[config.mk]
export PLATFORM = sky130hd
export DESIGN_NAME = fft_sdf_stage_ctrl
export DESIGN_NICKNAME = d
export VERILOG_FILES = /design/src/rtl/fft_pkg.sv /design/src/rtl/fft_sdf_delay_line.sv /design/src/rtl/fft_sdf_stage_ctrl.sv
export SDC_FILE = /design/constraint.sdc
export NUM_CORES = 1
export LEC_CHECK = 0
export CELL_PAD_IN_SITES_DETAIL_PLACEMENT = 0
export CELL_PAD_IN_SITES_GLOBAL_PLACEMENT = 2
export CORE_MARGIN = 3
export CORE_UTILIZATION = 28
export DETAILED_ROUTE_END_ITERATION = 10
export GPL_TIMING_DRIVEN = 0
export PLACE_DENSITY = 0.79
export SETUP_SLACK_MARGIN = 0.05
export SLEW_MARGIN = 20
export SYNTH_ARGS = -nofsm -noshare
export SYNTH_HDL_FRONTEND = slang
export SYNTH_SLANG_ARGS = --single-unit
[constraint.sdc]
create_clock -name clk -period 3.17 [get_ports clk]
set_clock_uncertainty 0.1 [all_clocks]
set_input_delay 0.634 -clock clk [delete_from_list [all_inputs] [get_ports clk]]
set_output_delay 0.634 -clock clk [all_outputs]
set_load 0.01 [all_outputs]
[src/rtl/fft_pkg.sv]
// Shared types and widths for the radix-2 SDF FFT pipeline stages.
package fft_pkg;

  typedef enum logic [1:0] {
    ST_IDLE    = 2'b00,
    ST_FIRST   = 2'b01,
    ST_SECOND  = 2'b10,
    ST_WAITING = 2'b11
  } bf_state_e;

  typedef enum logic [1:0] {
    WN_ZERO  = 2'b00,
    WN_ONE   = 2'b01,
    WN_TWO   = 2'b10,
    WN_THREE = 2'b11
  } wn_code_e;

  localparam int FFT_A_W    = 16;
  localparam int FFT_DW     = 17;
  localparam int FFT_FRAC_W = 6;
  localparam int FFT_N      = 32;

endpackage

[src/rtl/fft_sdf_delay_line.sv]
// Complex feedback shift register with synchronous clear; shifts only when en is high.
module fft_sdf_delay_line
  import fft_pkg::*;
#(
  parameter int DEPTH = 2,
  parameter int DW    = FFT_DW
) (
  input  logic          clk,
  input  logic          rst_n,
  input  logic          en,
  input  logic [DW-1:0] din_r,
  input  logic [DW-1:0] din_i,
  output logic [DW-1:0] dout_r,
  output logic [DW-1:0] dout_i
);

  logic [DW-1:0] tap_r_q [DEPTH];
  logic [DW-1:0] tap_i_q [DEPTH];

  always_ff @(posedge clk) begin
    if (!rst_n) begin
      for (int i = 0; i < DEPTH; i++) begin
        tap_r_q[i] <= '0;
        tap_i_q[i] <= '0;
      end
    end else if (en) begin
      tap_r_q[0] <= din_r;
      tap_i_q[0] <= din_i;
      for (int i = 1; i < DEPTH; i++) begin
        tap_r_q[i] <= tap_r_q[i-1];
        tap_i_q[i] <= tap_i_q[i-1];
      end
    end
  end

  assign dout_r = tap_r_q[DEPTH-1];
  assign dout_i = tap_i_q[DEPTH-1];

endmodule

[src/rtl/fft_sdf_stage_ctrl.sv]
// Sequencer, feedback delay line and output register for one radix-2 SDF FFT stage.
// Sticky output-overflow detection is built only when FFT_STAGE_OVF_EN is defined.
module fft_sdf_stage_ctrl
  import fft_pkg::*;
#(
  parameter int DELAY = 2,
  parameter int N     = FFT_N,
  parameter int DW    = FFT_DW
) (
  input  logic          clk,
  input  logic          rst_n,
  input  logic          in_valid,
  output logic [1:0]    state,
  output logic [1:0]    wn,
  output logic [3:0]    tw_idx,
  output logic [DW-1:0] b_r,
  output logic [DW-1:0] b_i,
  input  logic [DW-1:0] sr_r,
  input  logic [DW-1:0] sr_i,
  input  logic [DW-1:0] bf_r,
  input  logic [DW-1:0] bf_i,
  output logic [DW-1:0] out_r,
  output logic [DW-1:0] out_i,
  output logic          out_valid,
  output logic          ovf
);

  localparam int PW    = $clog2(2*DELAY);
  localparam int TW_SH = $clog2(16/DELAY);

  if (N % (2*DELAY) != 0) begin : g_bad_n
    $error("fft_sdf_stage_ctrl: N must be a multiple of 2*DELAY");
  end

  bf_state_e     state_c;
  logic [PW-1:0] p_q, p_d;
  logic          primed_q, primed_d;
  logic          drain_q, drain_d;
  logic          drain, adv, drain_done, out_vld_d;
  logic [3:0]    tw_c;
  logic [DW-1:0] out_r_q, out_i_q;
  logic          out_valid_q;

  // Since 2*DELAY is a power of two, the counter MSB alone marks the FIRST half.
  always_comb begin
    drain      = drain_q | (primed_q & (p_q == '0) & ~in_valid);
    adv        = in_valid | drain;
    drain_done = drain & ~in_valid & (p_q == PW'(DELAY-1));
    p_d        = p_q;
    primed_d   = primed_q;
    drain_d    = drain_q;

    if (!adv && !primed_q)  state_c = ST_IDLE;
    else if (p_q[PW-1])     state_c = ST_FIRST;
    else if (primed_q)      state_c = ST_SECOND;
    else                    state_c = ST_WAITING;

    if (adv) begin
      p_d     = p_q + 1'b1;
      drain_d = ~in_valid;
      if (state_c == ST_FIRST) primed_d = 1'b1;
      if (drain_done) begin
        p_d      = '0;
        primed_d = 1'b0;
        drain_d  = 1'b0;
      end
    end
  end

  // Within SECOND k < DELAY, so the quadrant 4k/(2*DELAY) is just the index MSB.
  assign tw_c      = (state_c == ST_SECOND) ? (4'(p_q) << TW_SH) : 4'd0;
  assign tw_idx    = tw_c;
  assign wn        = {1'b0, tw_c[3]};
  assign state     = state_c;
  assign out_vld_d = adv & ((state_c == ST_FIRST) | (state_c == ST_SECOND));

  always_ff @(posedge clk) begin
    if (!rst_n) begin
      p_q         <= '0;
      primed_q    <= 1'b0;
      drain_q     <= 1'b0;
      out_r_q     <= '0;
      out_i_q     <= '0;
      out_valid_q <= 1'b0;
    end else begin
      p_q         <= p_d;
      primed_q    <= primed_d;
      drain_q     <= drain_d;
      out_r_q     <= bf_r;
      out_i_q     <= bf_i;
      out_valid_q <= out_vld_d;
    end
  end

  fft_sdf_delay_line #(
    .DEPTH (DELAY),
    .DW    (DW)
  ) u_delay (
    .clk    (clk),
    .rst_n  (rst_n),
    .en     (adv),
    .din_r  (sr_r),
    .din_i  (sr_i),
    .dout_r (b_r),
    .dout_i (b_i)
  );

  assign out_r     = out_r_q;
  assign out_i     = out_i_q;
  assign out_valid = out_valid_q;

`ifdef FFT_STAGE_OVF_EN
  logic ovf_q, was_idle_q, ovf_hit;

  // A word fits in DW-1 bits only when its top two bits agree.
  assign ovf_hit = out_vld_d & ((bf_r[DW-1] ^ bf_r[DW-2]) | (bf_i[DW-1] ^ bf_i[DW-2]));

  always_ff @(posedge clk) begin
    if (!rst_n) begin
      ovf_q      <= 1'b0;
      was_idle_q <= 1'b1;
    end else begin
      was_idle_q <= (state_c == ST_IDLE);
      if (ovf_hit)                                  ovf_q <= 1'b1;
      else if (was_idle_q && (state_c != ST_IDLE))  ovf_q <= 1'b0;
    end
  end

  assign ovf = ovf_q;
`else
  assign ovf = 1'b0;
`endif

endmodule

; ---- Word-level counts from Yosys, hierarchy flattened
; Memory sizes are Yosys's and may differ from the RTL's.
; Cells that the tools add are included.
[word_totals]
register_bits = 39
latchBits = 0
ramBits = 68
rom_bits = 0
in_bits = 71
out_inout_bits = 78
n_memories = 2
[classes]
n_addsub = 1
n_mul = 0
div_mod_pow = 0
n_lt_le_gt_ge = 0
n_eq_ne = 3
shifts = 0
n_mux = 16
bitwise = 13
reduce_logical = 6
[mem_list]
columns = memory, words, word_bits, rd, rd_clocked_by_memory_dff, write_ports, line
row1 = u_delay.tap_i_q, 2, 17, 2, 0, 2, fft_sdf_delay_line.sv:18  ; logic [DW-1:0] tap_i_q [DEPTH];
row2 = u_delay.tap_r_q, 2, 17, 2, 0, 2, fft_sdf_delay_line.sv:17  ; logic [DW-1:0] tap_r_q [DEPTH];
[op_table]
columns = op, n
row1 = 17-bit two-way mux, 4
row2 = 1-bit two-way mux, 8
row3 = 1-bit OR, 7
row4 = 2-bit two-way mux, 3
row5 = 1-bit AND, 5
row6 = "2-bit by 1-bit equality test with 1-bit output, second input constant", 2
row7 = 4-bit two-way mux, 1
row8 = "2-bit by 1-bit adder with 2-bit output, second input constant", 1
row9 = "2-bit equality test, second input constant", 1
row10 = 1-bit logical NOT, 2
row11 = 2-bit logical NOT, 1
row12 = 2-bit AND reduction, 1
row13 = 2-bit nonzero test, 1
row14 = 1-bit logical AND, 1
row15 = 1-bit inverter, 1

; ---- Longest topological paths before layout
[depth]
ltp_word = 11
depth_mapped = 6

; ---- Modules after synthesis
; A second synthesis with hierarchy kept.
[hier_totals]
cells_unflattened = 290
hier_area_um2 = 4025.1
[by_module_without_submodules]
columns = mod, instances, cells_per_inst, area_per_inst_um2, seq_area_each_um2
row1 = fft_sdf_delay_line, 1, 185, 2817.7, 2042.0
row2 = fft_sdf_stage_ctrl, 1, 105, 1207.4, 780.7

; ---- Worst setup path before layout
; OpenSTA, ideal clock, no wires.
[synth_timing]
path_kind = in2reg
start = input port rst_n
end = memory u_delay.tap_i_q[0][0] (netlist bit) (enable)
setup_time_ns = 0.429
arrival_time_ns = 2.423
required_ns = 2.641
path_slack_ns = 0.218
stages = 3
n_path_buf = 1
cell_sequence = clkbuf_1 -> inv_1 -> or3_1
[synth_lines]
columns = item, line
row1 = start: declaration, fft_sdf_stage_ctrl.sv:11  ; input logic rst_n,
row2 = end: declaration, fft_sdf_delay_line.sv:18

; ---- Final worst setup path
[layout_timing]
start = input port in_valid
end = output port wn[0]
[layout_via]
elab_chain_cells = 9
[layout_rtl]
columns = item, line
row1 = start: declaration, fft_sdf_stage_ctrl.sv:12  ; input logic in_valid,
row2 = 1-bit inverter, fft_sdf_stage_ctrl.sv:46  ; drain = drain_q | (primed_q & (p_q == '0) & ~in_valid);
row3 = 1-bit AND, fft_sdf_stage_ctrl.sv:46
row4 = 1-bit OR, fft_sdf_stage_ctrl.sv:46
row5 = 1-bit OR *, fft_sdf_stage_ctrl.sv:47  ; adv = in_valid | drain;
row6 = 1-bit logical NOT *, fft_sdf_stage_ctrl.sv:53  ; if (!adv && !primed_q) state_c = ST_IDLE;
row7 = 1-bit logical AND *, fft_sdf_stage_ctrl.sv:53
row8 = 2-bit two-way mux *, fft_sdf_stage_ctrl.sv:53
row9 = 2-bit equality test *, fft_sdf_stage_ctrl.sv:71  ; assign tw_c = (state_c == ST_SECOND) ? (4'(p_q) << TW_SH) : 4'd0;
row10 = 4-bit two-way mux *, fft_sdf_stage_ctrl.sv:71
row11 = end: declaration, fft_sdf_stage_ctrl.sv:14  ; output logic [1:0] wn,
; Every way passes the cells marked *; elsewhere a longest branch is shown, timed or not.

==> run_results.csv <==
group,metric,value,unit
placed_design,dp_hpwl,5.96,mm
worst_setup_path,r2r_end,"u_delay.tap_i_q[0][30]",
timing,maxSlewViolCount,0,
clock_tree,cts_setup_buffers,0,
timing,max_freq,344,MHz
yosys,synth_cells,288,
yosys,synth_edf_count,68,
global_routing,overflow,0,
timing,setup_violations,0,
power,ir_drop,317,uV
global_routing,grt_use_total,9.91,%
yosys,yosys-top-cells-count,"and2_1, edfxtp_1, buf_4",
timing,min_period_over_period,91.7,%
clock_tree,h-tree-depth,3,
placed_design,place.gp.congestion,0.711,
worst_setup_path,path_class,"input pin to output port",
floorplanning,fp-row-count,43,
placed_design,post-place-ws,-0.218,ns
yosys,ys_ff_latch,107,
timing,hold_violations,0,
yosys,syn_avg_cell_area,14.0,um2
worst_setup_path,slowest_delay,0.46,ns
yosys,yosysMostFrequentCell,"and2_1",
clock_tree,cts_made_buffers,9,
worst_setup_path,worstPathRequired,2.44,ns
routing,wl_per_cell,12.3,um
power,p_leak,2.41,nW
routing,drtIter0Drc,106,
routing,num_vias,2437,
placed_design,io_buffers,142,
worst_setup_path,crit_path_end_kind,"output port",
worst_setup_path,worstReg2RegStart,"drain_q",
global_routing,grt_max_degree,36,
power,p_total,0.00321,W
global_routing,grt_pass1_wl,12.0,mm
worst_hold_path,hold_path_startpoint,"drain_q",
worst_setup_path,cp_cell_sequence,"clkbuf_2 > or2_4 > nor2_2 > or2_2 > ha_1 > and2_1 > buf_4 > clkdlybuf4s50_1",
worst_hold_path,whs_path_depth,1,
global_routing,grt_pass1_vias,2398,
routing,firstDrtPassIters,4,
worst_hold_path,hold_class,"flip-flop to flip-flop",
routing,drt-vias-per-instance,3.86,
floorplanning,coreArea,14000,um2
worst_setup_path,regToRegSetupSlack,1.35,ns
yosys,yosysTopAreaCellShare,50.7,%
clock_tree,path_clk_slew,0.07,ns
clock_tree,clkLatencyLatePin,0.35,ns
final_layout,post_route_cells_drive_above_1_share,17.1,%
final_layout,area_growth,49.4,%
worst_setup_path,r2r_cells,3,
clock_tree,cts_root_buf,"clkbuf_16",
status,status,"finished, final reports clean",
worst_setup_path,cp.arrival,2.17,ns
timing,fin_crit,2.91,ns
floorplanning,fp.dieH,126,um
routing,drcViolationCount,0,
run,max-cap-violations,0,
yosys,async_flop_share,0,%
clock_tree,cts_tree,"done",
yosys,synth_cell_types,25,
yosys,synth_area_leaders,"edfxtp_1, dfxtp_1, and2_1",
floorplanning,die_area,15900,um2
yosys,ys_seq_area_share,70.1,%
final_layout,nets,519,
clock_tree,cts_buffer_depth,2,
global_routing,antenna_found_initial,0,
floorplanning,ios,149,
timing,worst_slack,0.264,ns
final_layout,num_antenna_cells,0,
clock_tree,hold_buffers,0,
worst_setup_path,crit_slowest_cell,"clkdlybuf4s50_1",
floorplanning,initial_core_util,28.8,%
worst_setup_path,cp_max_fo,5,
clock_tree,cts_sinks,107,
power,power_density,534,nW/um2
routing,finalWirelength,7.76,mm
worst_setup_path,startpoint_type,"input pin",
routing,postRouteAntennaNets,0,
yosys,synth_area,4030,um2
yosys,yosysTopAreaCell,"edfxtp_1",
yosys,yosysWarnings,0,
yosys,ys.flop_type,"edfxtp_1",
timing,rsz0062_at_grt,"false",
worst_hold_path,hold_path_end,"primed_q",
floorplanning,chipWidth,126,um
-- area by class of cell --
cell class / instances / area [um2]
inverters: 2 / 7.51
clock inverters: 7 / 81.3
clock buffers: 9 / 225
plain buffers: 51 / 360
multi-input cells: 132 / 858
repair buffers: 143 / 1440
well taps: 180 / 225
flip-flops and latches: 107 / 2820
fillers: 1299 / 7970
-- power by group --
group          leakage, nW  switching [W]  internal (W)
clock                0.153       0.000511      0.000626
combinational         1.18       0.000160      0.000289
sequential            1.08      0.0000277       0.00160
-- routing by layer --
layer | routed length, um | global-route usage, % | part of all wire (%)
met1 | 2930 | 10.5 | 38
met2 | 3330 | 14.7 | 43
met3 | 1310 | 6.91 | 17
met4 | 185 | 5.30 | 2.4
met5 | 0 | 0 | 0
-- worst max-delay path by stage --
stage                   from                      to  slack, ns  depth (start not counted)
detailed placement  in_valid                   wn[0]      -0.22                          8
CTS                 in_valid                   wn[0]       0.07                          8
global placement    in_valid  u_delay.tap_i_q[0][31]      -0.81                          3
global route        in_valid                   wn[0]       0.19                          8
floorplan              rst_n   u_delay.tap_i_q[0][0]       0.22                          3
finish              in_valid                   wn[0]       0.26                          8
-- through the flow --
stage	TNS, ns	instances	instance area, um2	hold slack (ns)	util (%)
after floorplan	0	292	4040	0.367	-
after global placement	-54.99	614	5690	0.388	40.7
after detailed placement	-0.330	615	5710	0.392	40.8
after CTS	0	631	6020	0.404	43.0
after global routing	0	631	6020	0.435	43.0
final	0	631	6020	0.400	43.0
-- placed cells by master (no fill, tap or decap), types with 2 or more instances in the layout --
master / synthesis / final
clkbuf_1: 9 / 9
nor2_1: 6 / 5
inv_6: 0 / 3
conb_1: 1 / 5
inv_1: 2 / 2
ha_1: 2 / 2
clkdlybuf4s50_1: 0 / 141
nor2b_1: 3 / 3
or2_2: 2 / 2
dfxtp_1: 39 / 39
and2_1: 93 / 93
edfxtp_1: 68 / 68
and2_4: 10 / 10
buf_4: 40 / 40
clkbuf_16: 0 / 9
-- critical path: cells and delay by family --
family,cells,cell delay (ns)
AND/OR/NAND/NOR,4,0.64
buffers and inverters,3,0.70
adder cells (fa/ha/maj),1,0.19
-- state kept, by name, summed over array words and instances, names as in the netlist --
name and cells:
drain_q 1, out_i 17, out_r 17, out_valid 1
p_q 2, primed_q 1, u_delay.tap_i_q 34, u_delay.tap_r_q 34
-- cells by family (layout without fill, tap and decap cells) --
group | after synthesis | count (layout) | share of synthesized area [%]
adders and majority gates | 2 | 2 | 0.621
DFF | 107 | 107 | 70.1
AOI/OAI and AO/OA | 5 | 5 | 1.03
buffers and inverters | 53 | 212 | 9.14
and+or+nand+nor | 120 | 120 | 19.0
other | 1 | 5 | 0.0931
-- what timing repair did --
action / CTS / global route
resized for setup: 2 / 2
endpoints found under the setup margin: 2 / 1
cloned: 0 / 0
Note: power is estimated with default switching activity, not from simulation.
